### src/rtl/timer_pkg.sv
// rtl/timer_pkg.sv - shared types, BCD limits and segment decode for the mm:ss timer
package timer_pkg;

  typedef enum logic [1:0] {
    ST_IDLE  = 2'd0,
    ST_RUN   = 2'd1,
    ST_PAUSE = 2'd2,
    ST_DONE  = 2'd3
  } state_t;

  localparam logic [3:0] TENS_MAX  = 4'd5;
  localparam logic [3:0] UNITS_MAX = 4'd9;

  // Active-low segments, bit order g..a.
  function automatic logic [6:0] seg_decode(input logic [3:0] d);
    case (d)
      4'd0:    return 7'b1000000;
      4'd1:    return 7'b1111001;
      4'd2:    return 7'b0100100;
      4'd3:    return 7'b0110000;
      4'd4:    return 7'b0011001;
      4'd5:    return 7'b0010010;
      4'd6:    return 7'b0000010;
      4'd7:    return 7'b1111000;
      4'd8:    return 7'b0000000;
      4'd9:    return 7'b0010000;
      default: return 7'b1111111;
    endcase
  endfunction

  function automatic logic [3:0] clamp_bcd(input logic [3:0] d, input logic [3:0] lim);
    return (d > lim) ? lim : d;
  endfunction

  // One up/down step of {min tens, min units, sec tens, sec units}; carry/borrow ripples in one pass.
  function automatic logic [15:0] bcd_step(input logic [15:0] c, input logic down);
    logic [15:0] r;
    logic        ripple;
    logic [3:0]  lim;
    r      = c;
    ripple = 1'b1;
    for (int i = 0; i < 4; i++) begin
      lim = (i % 2 == 1) ? TENS_MAX : UNITS_MAX;
      if (ripple) begin
        if (!down) begin
          if (c[i*4 +: 4] >= lim) r[i*4 +: 4] = 4'd0;
          else begin
            r[i*4 +: 4] = c[i*4 +: 4] + 4'd1;
            ripple      = 1'b0;
          end
        end else begin
          if (c[i*4 +: 4] == 4'd0) r[i*4 +: 4] = lim;
          else begin
            r[i*4 +: 4] = c[i*4 +: 4] - 4'd1;
            ripple      = 1'b0;
          end
        end
      end
    end
    return r;
  endfunction

endpackage

### src/rtl/btn_pulse.sv
// rtl/btn_pulse.sv - button synchroniser, debouncer and rising-edge pulse
module btn_pulse #(
  parameter int DEBOUNCE_CYC = 500_000
) (
  input  logic clk,
  input  logic rst,
  input  logic btn,
  output logic pulse
);

  localparam int CW = $clog2(DEBOUNCE_CYC + 1);
  localparam logic [CW-1:0] CNT_LAST = CW'(DEBOUNCE_CYC - 1);

  logic          sync0, sync1, db;
  logic [CW-1:0] cnt;

  // A new level is accepted only after DEBOUNCE_CYC consecutive cycles of disagreement.
  always_ff @(posedge clk or posedge rst) begin
    if (rst) begin
      sync0 <= 1'b0;
      sync1 <= 1'b0;
      db    <= 1'b0;
      cnt   <= '0;
      pulse <= 1'b0;
    end else begin
      sync0 <= btn;
      sync1 <= sync0;
      pulse <= 1'b0;
      if (sync1 == db) begin
        cnt <= '0;
      end else if (cnt == CNT_LAST) begin
        db    <= sync1;
        cnt   <= '0;
        pulse <= sync1;
      end else begin
        cnt <= cnt + 1'b1;
      end
    end
  end

endmodule

### src/rtl/updown_timer_sseg.sv
// rtl/updown_timer_sseg.sv - BCD mm:ss up/down timer with multiplexed seven-segment display
module updown_timer_sseg
  import timer_pkg::*;
#(
  parameter int CLK_HZ       = 50_000_000,
  parameter int TICK_HZ      = 1,
  parameter int SCAN_HZ      = 1000,
  parameter int DEBOUNCE_CYC = 500_000
) (
  input  logic       clk,
  input  logic       rst,
  input  logic [7:0] sw,
  input  logic [1:0] btn,
  input  logic       mode,
  output logic [3:0] an,
  output logic [6:0] ld,
  output logic       dp,
  output logic       alarm
);

  localparam int TICK_DIV = CLK_HZ / TICK_HZ;
  localparam int SCAN_DIV = CLK_HZ / (SCAN_HZ * 4);
  localparam int PW  = (TICK_DIV > 1) ? $clog2(TICK_DIV) : 1;
  localparam int SCW = (SCAN_DIV > 1) ? $clog2(SCAN_DIV) : 1;
  localparam logic [PW-1:0]  PRESC_LAST = PW'(TICK_DIV - 1);
  localparam logic [PW-1:0]  PRESC_HALF = PW'(TICK_DIV / 2);
  localparam logic [SCW-1:0] SCAN_LAST  = SCW'(SCAN_DIV - 1);

  logic           start_p, load_p;
  state_t         state, state_nxt;
  logic           run_mode;
  logic [PW-1:0]  presc;
  logic [15:0]    digits;
  logic [1:0]     scan_sel;
  logic [SCW-1:0] scan_cnt;
  logic           tick, do_load, do_start, count_zero, count_one;

  btn_pulse #(.DEBOUNCE_CYC(DEBOUNCE_CYC)) u_start (.clk(clk), .rst(rst), .btn(btn[0]), .pulse(start_p));
  btn_pulse #(.DEBOUNCE_CYC(DEBOUNCE_CYC)) u_load  (.clk(clk), .rst(rst), .btn(btn[1]), .pulse(load_p));

  assign count_zero = (digits == 16'h0000);
  assign count_one  = (digits == 16'h0001);
  assign tick       = (state == ST_RUN) && !start_p && (presc == PRESC_LAST);

  always_ff @(posedge clk or posedge rst) begin
    if (rst) state <= ST_IDLE;
    else     state <= state_nxt;
  end

  always_comb begin
    state_nxt = state;
    case (state)
      ST_IDLE, ST_PAUSE: begin
        if (load_p)       state_nxt = ST_IDLE;
        else if (start_p) state_nxt = ST_RUN;
      end
      ST_RUN: begin
        if (start_p)                               state_nxt = ST_PAUSE;
        else if (run_mode && count_zero)           state_nxt = ST_DONE;
        else if (tick && run_mode && count_one)    state_nxt = ST_DONE;
      end
      ST_DONE: begin
        if (load_p) state_nxt = ST_IDLE;
      end
      default: state_nxt = ST_IDLE;
    endcase
  end

  always_comb begin
    alarm    = (state == ST_DONE);
    do_load  = load_p && (state != ST_RUN);
    do_start = start_p && !load_p && ((state == ST_IDLE) || (state == ST_PAUSE));
  end

  // Prescaler: cleared on start and in IDLE, held in PAUSE, free-running in DONE for the blink.
  always_ff @(posedge clk or posedge rst) begin
    if (rst) begin
      run_mode <= 1'b0;
      presc    <= '0;
      digits   <= '0;
    end else begin
      if (do_start || do_load) run_mode <= mode;
      if (do_start || state == ST_IDLE) presc <= '0;
      else if ((state == ST_RUN && !start_p) || state == ST_DONE)
        presc <= (presc == PRESC_LAST) ? '0 : presc + 1'b1;
      if (do_load)
        digits <= {clamp_bcd(sw[7:4], TENS_MAX), clamp_bcd(sw[3:0], UNITS_MAX), 8'h00};
      else if (tick)
        digits <= bcd_step(digits, run_mode);
    end
  end

  always_ff @(posedge clk or posedge rst) begin
    if (rst) begin
      scan_cnt <= '0;
      scan_sel <= 2'd0;
      an       <= 4'hF;
      ld       <= 7'h7F;
      dp       <= 1'b1;
    end else begin
      if (scan_cnt == SCAN_LAST) begin
        scan_cnt <= '0;
        scan_sel <= scan_sel + 2'd1;
      end else begin
        scan_cnt <= scan_cnt + 1'b1;
      end
      an <= (state == ST_DONE && presc >= PRESC_HALF) ? 4'hF : ~(4'b0001 << scan_sel);
      ld <= seg_decode(digits[{scan_sel, 2'b00} +: 4]);
      dp <= ~((scan_sel == 2'd2) &&
              ((state == ST_IDLE) || (state == ST_PAUSE) ||
               (state == ST_RUN && presc < PRESC_HALF)));
    end
  end

endmodule

### config.mk
export PLATFORM = sky130hd
export DESIGN_NAME = updown_timer_sseg
export DESIGN_NICKNAME = d
export VERILOG_FILES = /design/src/rtl/timer_pkg.sv /design/src/rtl/btn_pulse.sv /design/src/rtl/updown_timer_sseg.sv
export SDC_FILE = /design/constraint.sdc
export NUM_CORES = 1
export LEC_CHECK = 0
export CAP_MARGIN = 20
export CORE_AREA = 2 2 98 109
export DETAILED_ROUTE_END_ITERATION = 8
export DIE_AREA = 0 0 100 111
export DONT_BUFFER_PORTS = 1
export GPL_TIMING_DRIVEN = 0
export PLACE_DENSITY_LB_ADDON = 0.3
export SLEW_MARGIN = 30
export SYNTH_ARGS = -nofsm -noshare
export SYNTH_HDL_FRONTEND = slang
export SYNTH_SLANG_ARGS = --single-unit
### constraint.sdc
create_clock -name clk -period 8.6 [get_ports clk]
set_clock_uncertainty 0.1 [all_clocks]
set_input_delay 0 -clock clk [delete_from_list [all_inputs] [get_ports clk]]
set_output_delay 0 -clock clk [all_outputs]
set_load 0.01 [all_outputs]
; Word level (Yosys, flattened, before mapping)
; Memory sizes are Yosys's and may differ from the RTL's. A register that Yosys moved wholly into a read port is not among the register bits.
; Cells that the tools add are included.
[totals]
rom_bits = 112
memories = 1
output_inout_bits = 13
inputBits = 13
register_bits = 112
[op_classes]
n_shift = 2
n_eq_ne = 15
order_cmp = 8
n_mux = 56
reduce_logical = 36
n_addsub = 13
n_bitwise = 4
[memory_table]
columns = memory, words, word_bits, read_ports, rd_ports_with_merged_regs, wr, line_no
row1 = (name not given), 16, 7, 1, 1, 0, timer_pkg.sv:16  ; case (d)
[ops]
columns = cell, count
row1 = 26-bit two-way mux, 3
row2 = 19-bit two-way mux, 4
row3 = 4-bit two-way mux, 18
row4 = "19-bit by 1-bit adder with 19-bit output, second input constant", 2
row5 = "19-bit == test, second input constant", 2
row6 = 16-bit two-way mux, 2
row7 = "26-bit by 1-bit adder with 26-bit output, second input constant", 1
row8 = "26-bit == test, second input constant", 1
row9 = "26-bit by 25-bit greater-or-equal comparator with 1-bit output, second input constant", 1
row10 = "26-bit by 25-bit less-than comparator with 1-bit output, second input constant", 1
row11 = 1-bit two-way mux, 21
row12 = "4-bit by 1-bit adder with 4-bit output, second input constant", 4
row13 = "16-bit by 1-bit == test with 1-bit output, second input constant", 1
row14 = 16-bit zero test, 1
row15 = 4-bit zero test, 4
row16 = 16-bit by 5-bit indexed part select with 4-bit output, 1
row17 = "4-bit by 1-bit subtractor with 4-bit output, second input constant", 4
row18 = "14-bit by 1-bit adder with 14-bit output, second input constant", 1
row19 = "14-bit == test, second input constant", 1
row20 = 14-bit two-way mux, 1
row21 = 2-bit two-way mux, 6
row22 = 1-bit logical AND, 11
row23 = 2-bit AND reduction, 5
row24 = 2-bit nonzero test, 5
row25 = other kinds (20), 33

; Longest topological paths before layout
; Gate-level depths: netlist (run 1).
[depth]
ltp_word = 14
mapped_depth = 8

; Modules after synthesis
; A second synthesis (run 1) with hierarchy kept.
[hier_totals]
cells_unflattened = 741
hier_area_um2 = 7166.9
[by_module_without_submodules]
columns = module, area_per_inst_um2, seq_area_each_um2, cells_per_inst, n_inst
row1 = updown_timer_sseg, 4859.7, 1841.8, 525, 1
row2 = btn_pulse, 1153.6, 575.6, 108, 2

; Worst setup path before layout (run 1)
; Ideal clock, no wire load.
[synth_timing]
kind = reg2reg
from = reg digits[0]
to = reg digits[12]
synth_period_minus_slack_ns = 2.252
required_time_ns = 8.374
path_stages_with_launch = 9
path_slack_ns = 6.348
arrival_ns = 2.026
n_path_buf = 1
cell_sequence = dfrtp_1 > inv_1 > ha_1 > buf_2 > or3b_1 > a31oi_4 > nor2_1 > and3_1 > a221o_1
[synth_via]
elab_chain_cells = 13
elab_cells_between_ends = 15
cone_classes = 1 x order compare / 11 x mux / 3 x reduce/logical
[synth_lines]
columns = item, line_no
row1 = start: declaration, updown_timer_sseg.sv:33  ; logic [15:0] digits;
row2 = start signal: assignment, updown_timer_sseg.sv:87  ; digits <= {clamp_bcd(sw[7:4], TENS_MAX), clamp_bcd(sw[3:0], UNITS_MAX), 8'h00};
row3 = start signal: assignment, updown_timer_sseg.sv:89  ; digits <= bcd_step(digits, run_mode);
row4 = 4-bit greater-or-equal comparator / 4-bit zero test (equally long branches), "timer_pkg.sv:46, timer_pkg.sv:52"
row5 = 1-bit two-way mux (on tied branches), "timer_pkg.sv:46, timer_pkg.sv:52"
row6 = 1-bit two-way mux (*), timer_pkg.sv:45  ; if (!down) begin
row7 = 1-bit two-way mux (*), updown_timer_sseg.sv:88  ; else if (tick)
row8 = 1-bit two-way mux (*), updown_timer_sseg.sv:86  ; if (do_load)
row9 = 1-bit two-way mux (*), timer_pkg.sv:44  ; if (ripple) begin
row10 = 1-bit two-way mux (*), updown_timer_sseg.sv:88
row11 = 1-bit two-way mux (*), updown_timer_sseg.sv:86
row12 = 1-bit two-way mux (*), timer_pkg.sv:44
row13 = 1-bit two-way mux (*), updown_timer_sseg.sv:88
row14 = 1-bit two-way mux (*), updown_timer_sseg.sv:86
row15 = 2-bit nonzero test (no line) (*), -
row16 = 2-bit AND reduction (no line) (*), -
; Mark *: on every way between the ends. The rest lies on a longest branch, timed or not. The select of a mux whose other input is x is not followed.
; A chain may end at the register's enable or synchronous reset.

; Final worst setup path (run 1)
[layout_timing]
from = reg digits[4]
to = reg digits[11]
[layout_via]
elab_chain_cells = 8
elab_cells_between_ends = 10
cone_classes = 1 x order compare / 6 x mux / 3 x reduce/logical
[layout_lines]
columns = item, line_no
row1 = 4-bit by 3-bit greater-or-equal comparator with 1-bit output / 4-bit zero test (equally long branches), "timer_pkg.sv:46, timer_pkg.sv:52"
row2 = 1-bit two-way mux (on tied branches), "timer_pkg.sv:46, timer_pkg.sv:52"
row3 = 1-bit two-way mux (*), timer_pkg.sv:45
row4 = 1-bit two-way mux (*), timer_pkg.sv:44
row5 = 1-bit two-way mux (*), updown_timer_sseg.sv:88
row6 = 1-bit two-way mux (*), updown_timer_sseg.sv:86
row7 = 2-bit nonzero test (no line) (*), -
row8 = 2-bit AND reduction (no line) (*), -
; Marked as above.

==> results of run 1 <==
worst paths after layout:
path                           endpoint  cells after the start  slack [ns]    startpoint
setup / recovery             digits[11]                      8        5.93     digits[4]
hold / removal             u_load.sync0                      2        0.02           rst
setup reg to reg             digits[11]                      8        5.93     digits[4]
hold reg to reg            u_load.sync1                      0        0.25  u_load.sync0
max in group asynchronous         ld[6]                      3        7.70           rst
min in group clk           u_load.sync0                      1        0.04        btn[1]
power groups by stage:
stage	Clock (µW)	Combinational, µW	Sequential (µW)
global route	741	38.0	570
CTS	717	33.6	570
global placement	0	25.3	579
detailed placement	0	28.6	579
floorplan	0	20.6	578
finish	712	33.1	570
registers in the layout (all words and copies together), names as in the netlist:
signal	cells
digits	16
scan_cnt	14
u_start.sync1	1
u_start.sync0	1
run_mode	1
state	2
scan_sel	2
u_start.db	1
u_load.pulse	1
u_load.sync1	1
ld	7
an	4
u_start.cnt	19
u_load.cnt	19
presc	26
u_load.sync0	1
u_start.pulse	1
dp	1
u_load.db	1
critical path, delay by kind of cell (launching register included):
family / cells / cell delay [ns]
compound gates: 3 / 0.62
buf+inv: 2 / 0.52
simple gates: 2 / 0.50
flops: 1 / 0.47
fa+ha+maj: 1 / 0.31
per-stage QoR:
| stage | power, µW | cells | utilization (%) | hold slack [ns] |
|---|---|---|---|---|
| floorplan | 598 | 702 | - | -0.0686 |
| global placement | 604 | 825 | 67.8 | -0.0685 |
| detailed placement | 608 | 826 | 68.2 | -0.209 |
| CTS | 1320 | 872 | 75.5 | 0.0221 |
| global route | 1350 | 872 | 75.5 | 0.0284 |
| finish | 1310 | 872 | 75.5 | 0.0189 |
logic make-up after synthesis:
kind of cell	share of synthesized area [%]
compound gates	11.6
xor+xnor	9.37
fa+ha+maj	5.02
buf+inv	3.59
flops	44.5
mux	2.30
simple gates	23.7
metal layers:
| metal | vias to the layer above | part of all wire (%) | GRT usage, % | wire length, µm |
|---|---|---|---|---|
| met2 | 251 | 50 | 47.7 | 7610 |
| li1 | 2559 | - | - | - |
| met3 | 55 | 6.4 | 5.86 | 989 |
| met1 | 2676 | 40 | 38.2 | 6200 |
| met5 | - | 0 | 0 | 0 |
| met4 | 0 | 3.6 | 15.3 | 556 |
repair_timing:
item                                   CTS  global route
buffers inserted                         0             0
hold buffers                            14             0
endpoints found under the hold margin  119             0
final cells by class:
cell class                      count  share of cell area, %
Multi-Input combinational cell    526                   45.7
Sequential cell                   119                   39.1
Buffer                             28                   1.73
Tap cell                          123                   2.01
Timing Repair Buffer               15                   2.19
Clock inverter                     13                   1.90
Inverter                           29                   1.52
Clock buffer                       19                   5.91
Yosys cell counts (3+ instances only):
| cell type | instances |
|---|---|
| nor4_1 | 7 |
| nor2b_1 | 8 |
| xor2_1 | 44 |
| nand2b_1 | 4 |
| or3_1 | 5 |
| o211ai_1 | 4 |
| and4_1 | 8 |
| nor3_1 | 22 |
| clkbuf_1 | 14 |
| nand2_1 | 50 |
| nand4_1 | 25 |
| dfstp_2 | 12 |
| or3b_2 | 3 |
| ha_1 | 27 |
| a22oi_1 | 3 |
| mux4_2 | 4 |
| or4_1 | 3 |
| o41ai_1 | 3 |
| o31ai_1 | 4 |
| and3_1 | 16 |
| nor2_1 | 99 |
| a21oi_1 | 26 |
| xnor2_1 | 28 |
| buf_2 | 8 |
| nor4b_1 | 3 |
| dfrtp_1 | 107 |
| a31oi_1 | 8 |
| inv_1 | 29 |
| o21ai_0 | 27 |
| a211oi_1 | 12 |
| mux2_2 | 4 |
| nand3_1 | 32 |
==> impl_metrics.tcl, run 1 <==
set metrics [dict create \
    endpoints_failing_hold 0 \
    grt_antenna_before_repair 0 \
    synth_flop_cell "dfrtp_1" \
    gp_routability_congestion 0.957 \
    rows 39 \
    max_cap_violations 0 \
    critical_path_class "reg2reg" \
    wire_per_inst_um 17.6 \
    pre_cts_ws_ns 6.05 \
    antenna_left 0 \
    cts_repair_resize_count 0 \
    synthesis.nets 742 \
    yosysSeqAreaShare_pct 44.5 \
    core_region_area_um2 10100 \
    grt_usage_pct 29.7 \
    cp.arrival_ns 2.84 \
    peakVddDrop_v 0.000183 \
    final_critical_path_setup_slack_ns 5.93 \
    power_switching_uw 295 \
    yosys_warnings 0 \
    overall_via_count_from_detail_route 5541 \
    grt_overflow 0 \
    drt_iter0_markers 319 \
    finalSetupViolCount 0 \
    detail_route.wirelength_um 15400 \
    global_route_wire_length_before_repair_um 26400 \
    cts_root_buffer "clkbuf_16" \
    power.share.combinational_pct 2.5 \
    post-route-drc-count 0 \
    clkSinkCount 119 \
    post_synthesis_cells 702 \
    async_reset_ff_share_pct 100 \
    grt_setup_unrepaired "no" \
    finalWorstPathRequiredPeriod_ns 2.67 \
    cp_max_stage_delay_ns 0.47 \
    dpl-instance-area_um2 6920 \
    layout_cell_share_with_drive_strength_beyond_1_pct 11.5 \
    floorplan.initialDensity_pct 66.3 \
    timing.fmax_mhz 375 \
    finish.net_count 776 \
    die-area_um2 11100 \
    ff_latch_area_um2 2990 \
    hold_path_class "in2async" \
    combined_area_of_all_synthesized_cells_um2 6730 \
    setup_total_negative_slack_ns 0 \
    cts_htree_levels 4 \
    final_cell_mix "107 x dfrtp_1, 99 x nor2_1, 50 x nand2_1, 44 x xor2_1, 32 x nand3_1" \
    drt_pre_antenna_iters 7 \
    area_used_by_multi_input_combinational_logic_um2 3500 \
    clk_pin_slew_worst_paths_ns 0.06 \
    critical_path.slowest_cell "dfrtp_1" \
    cell_internal_pwr_uw 1020 \
    fill_cells 671 \
    finish.instance_area_um2 7660 \
    detailed_route_vias_per_instance 6.35 \
    die_w_um 100 \
    timing.critical_path.from_type "flop" \
    portBuffers 0 \
    synth_top_cells_by_area "dfrtp_1 40%, xor2_1 5.7%, nor2_1 5.5%" \
    swShare_pct 22.4 \
    max_slew.worst_pin.slew_ns 0.988 \
    first_global_vias 5617 \
    top_level_i_o_count 26 \
    run_status "finished clean" \
    clk_latency_ns 0.42 \
    die_ht_um 111 \
    synth_top_area_share_pct 39.8 \
    critical_path_peak_fanout 10 \
    final-max-slew-violation-count 0 \
    cts_inserted_buffers 17 \
    timing.max_slew.rel_slack_pct 33.4 \
    insertedDiodeCount 0 \
    power_frac_clock_pct 54.1 \
    syn_avg_cell_area_um2 9.59 \
    powerDensity_nw_per_um2 172 \
    sequentialPowerShare_pct 43.3 \
    post_synth_num_cell_types 74 \
    dp.final_hpwl_um 10100 \
    area_growth_pct 13.8 \
    tritoncts_clock_tree "built" \
    cp_data_required_time_ns 8.77 \
    netlist.top_cell.by_area "dfrtp_1" \
    grt_start_max_net_pins 65 \
    portion_of_the_clock_cycle_consumed_by_the_worst_path_in_the_final_layout_pct 31.0 \
    clock_tree.buffer_depth 2 \
    layout.cells.most_common "dfrtp_1" \
    synth_edf_count 0 \
    p_leak_uw 0.00320 \
    ys_ff_latch 119 \
    worstPathCellList "inv_1, ha_1, nand2b_1, a21oi_1, o21ai_0, clkbuf_1, nor4b_1, o31ai_1" \
    worst_setup_path_end_kind "flop" \
]
(Power assumes the default switching activity.)
==> run 2, diff against run 1 <==
CORE_AREA = 2 2 101 113   (was 2 2 98 109)
DIE_AREA = 0 0 103 115   (was 0 0 100 111)
clock period = 2.78 ns   (was 8.6 ns; I/O delays follow)
==> impl_metrics.tcl, run 2 (same netlist as run 1, synthesis figures left out) <==
set metrics [dict create \
    grt_setup_unrepaired "no" \
    layout.cells.most_common "dfrtp_1" \
    worst_path_dominant_cell_family "compound AO/OA/AOI/OAI gates" \
    top_level_i_o_count 26 \
    powerDensity_nw_per_um2 521 \
    finish.net_count 779 \
    detail_route.wirelength_um 14700 \
    wl_met2_um 7440 \
    die_ht_um 115 \
    run_status "finished clean" \
    final_cell_mix "107 x dfrtp_1, 99 x nor2_1, 50 x nand2_1, 44 x xor2_1, 32 x nand3_1" \
    max_slew.worst_pin.slew_ns 0.972 \
    p_leak_uw 0.00322 \
    dp.final_hpwl_um 10100 \
    swShare_pct 22.2 \
    max_flop_register "presc" \
    critical_path.slowest_cell "o21ai_0" \
    grt_overflow 0 \
    power_switching_uw 897 \
    area_growth_pct 15.0 \
    grt_start_max_net_pins 28 \
    insertedDiodeCount 0 \
    die_w_um 103 \
    cts_htree_levels 4 \
    tritoncts_clock_tree "built" \
    wirelength_met1_um 6120 \
    power.share.combinational_pct 2.8 \
    detailed_route_vias_per_instance 6.09 \
    top_layer_used "met4" \
    floorplan.initialDensity_pct 62.9 \
    cts_inserted_buffers 17 \
    cp_data_required_time_ns 3.01 \
    cell_internal_pwr_uw 3140 \
    rows 40 \
    cp.arrival_ns 2.84 \
    place_inst 853 \
    clk_latency_ns 0.42 \
    max_cap_violations 0 \
    final-max-slew-violation-count 0 \
    timing.max_slew.rel_slack_pct 34.5 \
    final_cell_count_no_fill 899 \
    clkSinkCount 119 \
    critical_path_class "reg2reg" \
    peakVddDrop_v 0.000457 \
    timing.fmax_mhz 382 \
    global_route_wire_length_before_repair_um 25000 \
    portion_of_the_clock_cycle_consumed_by_the_worst_path_in_the_final_layout_pct 94.1 \
    hold_path_class "in2async" \
    critical-path-top-cell-by-count "a21oi_1" \
    drt_iter0_markers 273 \
    drt_pre_antenna_iters 5 \
    worst_setup_path_end_kind "flop" \
    grt_usage_pct 27.0 \
    cts.repair_timing.setup_buffer_count 0 \
    core_region_area_um2 10700 \
    fill_cells 792 \
    cp_max_stage_delay_ns 0.79 \
    cts-hold-fix-buffers 14 \
    finalSetupViolCount 0 \
    die-area_um2 11800 \
    cts_repair_resize_count 0 \
    antenna_left 0 \
    cts_root_buffer "clkbuf_16" \
    clk_pin_slew_worst_paths_ns 0.06 \
    routed-wl-met3_um 780 \
    cp_num_buf_inv 3 \
    power_frac_clock_pct 53.5 \
    gp_routability_congestion 0.886 \
    grt_antenna_before_repair 0 \
    setup_total_negative_slack_ns 0 \
    endpoints_failing_hold 0 \
    portBuffers 0 \
    area_used_by_multi_input_combinational_logic_um2 3500 \
    largestRegisters "presc: 26 flops, u_load.cnt: 19 flops, u_start.cnt: 19 flops" \
    largest_register_ff_count 26 \
    postLayoutCoreUtil_pct 72.3 \
    first_global_vias 5449 \
    critical_path_peak_fanout 10 \
    finalWorstPathRequiredPeriod_ns 2.62 \
    post-route-drc-count 0 \
    worstPathCellList "buf_4, inv_1, o21ai_0, a21oi_1, dlygate4sd3_1, a41o_1, a21oi_1" \
    clock_tree.buffer_depth 2 \
    sequentialPowerShare_pct 43.7 \
    layout_cell_share_with_drive_strength_beyond_1_pct 11.8 \
    overall_via_count_from_detail_route 5473 \
    timing.critical_path.from_type "flop" \
    wire_per_inst_um 16.4 \
    ff_latch_area_um2 2990 \
]
[run 2: metrics by stage]
stage	hold slack (ns)	instance area, µm²	power (µW)	setup slack, ns
global route	0.0444	7740	4160	0.0379
floorplan	-0.0686	6740	1850	0.528
detailed placement	-0.129	7010	1890	0.310
global placement	-0.0685	6920	1870	0.307
CTS	0.0445	7740	4050	0.235
finish	0.0319	7740	4040	0.164
[run 2: layout make-up]
type | count | share of cell area, %
repair buffers | 18 | 3.04
flip-flops and latches | 119 | 38.7
well taps | 147 | 2.38
plain buffers | 28 | 1.71
clock inverters | 14 | 1.91
clock buffers | 18 | 5.67
inverters | 29 | 1.45
multi-input cells | 526 | 45.2
[run 2: path summary, 6_finish.rpt]
| kind | start | endpoint | slack, ns | cells after the start |
|---|---|---|---|---|
| hold reg to reg | u_load.sync0 | u_load.sync1 | 0.24 | 0 |
| setup reg to reg | state[0] | digits[13] | 0.16 | 7 |
| setup / recovery | state[0] | digits[13] | 0.16 | 7 |
| hold / removal | rst | u_start.cnt[12] | 0.03 | 2 |
| min in group clk | btn[1] | u_load.sync0 | 0.04 | 1 |
| max in group asynchronous | rst | dp | 1.54 | 5 |
[run 2: metal layers]
layer,vias to the layer above,track usage (%)
li1,2567,-
met1,2674,33.2
met2,196,44.8
met4,0,13.6
met5,-,0
met3,36,5.71
[run 2: power groups by stage]
stage	Sequential, µW	Clock, µW	Combinational (µW)
3_5_place_dp	1790	0	101
4_1_cts	1760	2180	117
5_1_grt	1760	2270	130
6_report	1760	2160	114
3_3_place_gp	1790	0	79.7
2_1_floorplan	1790	0	64.1
==> run 3, diff against run 2 <==
CORE_AREA = 2 2 142 158   (was 2 2 101 113)
DIE_AREA = 0 0 144 160   (was 0 0 103 115)
==> impl_metrics.tcl, run 3 (same netlist as run 1, synthesis figures left out) <==
set metrics [dict create \
    run_status "finished clean" \
    global_route_wire_length_before_repair_um 25600 \
    dp.final_hpwl_um 10500 \
    fill_cells 2185 \
    area_growth_pct 18.8 \
    cts_inserted_buffers 17 \
    portBuffers 0 \
    max_flop_register "presc" \
    drt_iter0_markers 333 \
    grt_setup_unrepaired "no" \
    endpoints_failing_hold 0 \
    setup_total_negative_slack_ns 0 \
    gp_routability_congestion 0.819 \
    insertedDiodeCount 0 \
    first_global_vias 5191 \
    critical_path_peak_fanout 9 \
    largest_register_ff_count 26 \
    wire_per_inst_um 14.2 \
    antenna_left 0 \
    cp_num_buf_inv 2 \
    timing.fmax_mhz 382 \
    worstReg2RegEnd "digits[12]" \
    cts_root_buffer "clkbuf_16" \
    critical_path_depth 8 \
    floorplan.initialDensity_pct 31.2 \
    drt_pre_antenna_iters 5 \
    die_w_um 144 \
    detailed_route_vias_per_instance 4.97 \
    max_cap_violations 0 \
    r2r.worst_path.cells 8 \
    critical_path_class "reg2reg" \
    cts.repair_timing.setup_buffer_count 0 \
    critical_path.slowest_cell "dfrtp_1" \
    peakVddDrop_v 0.000469 \
    hold_path_class "in2reg" \
    cts_htree_levels 4 \
    cp.arrival_ns 2.80 \
    clk_latency_ns 0.41 \
    worst_setup_path_end_kind "flop" \
    powerDensity_nw_per_um2 521 \
    ff_latch_area_um2 2990 \
    post-route-drc-count 0 \
    timing.max_slew.rel_slack_pct 50.6 \
    final_cell_mix "107 x dfrtp_1, 99 x nor2_1, 50 x nand2_1, 44 x xor2_1, 32 x nand3_1" \
    finalWorstPathRequiredPeriod_ns 2.62 \
    die-area_um2 23000 \
    rows 57 \
    cp_data_required_time_ns 2.97 \
    layout_cell_share_with_drive_strength_beyond_1_pct 11.5 \
    worst_setup_path_startpoint "digits[0]" \
    tritoncts_clock_tree "built" \
    cts-hold-fix-buffers 15 \
    detail_route.wirelength_um 14900 \
    top_level_i_o_count 26 \
    r2r_start "digits[0]" \
    clkSinkCount 119 \
    layout.cells.most_common "dfrtp_1" \
    clk_pin_slew_worst_paths_ns 0.06 \
    power_uw 4160 \
    grt_usage_pct 13.8 \
    finalSetupViolCount 0 \
    cp_max_stage_delay_ns 0.49 \
    largestRegisters "presc: 26 flops, u_load.cnt: 19 flops, u_start.cnt: 19 flops" \
    cts_repair_resize_count 0 \
    grt_overflow 0 \
    core_region_area_um2 21600 \
    area_used_by_multi_input_combinational_logic_um2 3500 \
    finish.net_count 781 \
    portion_of_the_clock_cycle_consumed_by_the_worst_path_in_the_final_layout_pct 94.2 \
    endpoint "digits[12]" \
    grt_start_max_net_pins 30 \
    p_leak_uw 0.00325 \
    regToRegSetupSlack_ns 0.16 \
    overall_via_count_from_detail_route 5209 \
    worstPathCellList "inv_1, ha_1, buf_2, or3b_1, a31oi_4, nor2_1, and3_1, a221o_1" \
    die_ht_um 160 \
    grt_antenna_before_repair 0 \
    launch_point_of_the_worst_hold_path "btn[0]" \
    max_slew.worst_pin.slew_ns 0.736 \
    timing.critical_path.from_type "flop" \
    worst_path_dominant_cell_family "simple AND/OR/NAND/NOR gates" \
    final-max-slew-violation-count 0 \
    clock_tree.buffer_depth 2 \
]
[run 3: cell types whose count changed in the layout (fill, tap and decap cells not counted), moves of 2 or more]
cell	before	now
buf_16	2	4
clkbuf_1	14	17
clkbuf_8	1	4
clkinv_4	3	0
inv_6	3	0
[run 3: area by class of cell]
class                      instances  area share [%]
tap                              295            4.62
timing repair buffer              20            3.50
clock inverter                     8            1.50
clock buffer                      24            6.15
multi-input combinational        526            43.7
inverter                          29            1.41
buffer                            28            1.66
sequential                       119            37.4
[run 3: through the flow]
step	instance area [µm²]	setup WS [ns]	hold slack [ns]	cells	util, %
3_3_place_gp	7100	0.220	-0.0685	997	32.9
6_report	8000	0.162	0.0477	1049	37.0
2_1_floorplan	6740	0.528	-0.0686	702	-
5_1_grt	8000	0.0702	0.0262	1049	37.0
4_1_cts	8000	0.175	0.0235	1049	37.0
3_5_place_dp	7230	0.193	-0.195	1002	33.5
[run 3: worst reg2reg max path, stage by stage (launching register included)]
cell and delay [ns]:
dfrtp_1 0.49, inv_1 0.15, ha_1 0.15, buf_2 0.20, or3b_1 0.44, a31oi_4 0.29
nor2_1 0.16, and3_1 0.19, a221o_1 0.33
[run 3: power breakdown]
part / leakage [µW] / total [µW] / internal [µW] / switching (µW)
registers: 0.00156 / 1760 / 1750 / 15.7
clock network: 0.000296 / 2280 / 1500 / 780
logic: 0.00139 / 120 / 51.9 / 68.2
[run 3: how the worst min path moves through the flow]
stage,endpoint,slack [ns],cells past startpoint
2_1_floorplan,u_load.sync0,-0.07,0
3_3_place_gp,u_start.sync0,-0.07,0
3_5_place_dp,scan_cnt[7],-0.20,1
4_1_cts,u_start.sync0,0.02,1
5_1_grt,u_load.sync0,0.03,1
6_report,u_start.sync0,0.05,1
[run 3: routing by layer]
layer	vias to the layer above	global-route usage (%)	part of all wire, %
met1	2536	18.5	47
met2	87	22.0	48
li1	2568	-	-
met3	18	2.91	3.3
met4	0	4.90	1.5
met5	-	0	0
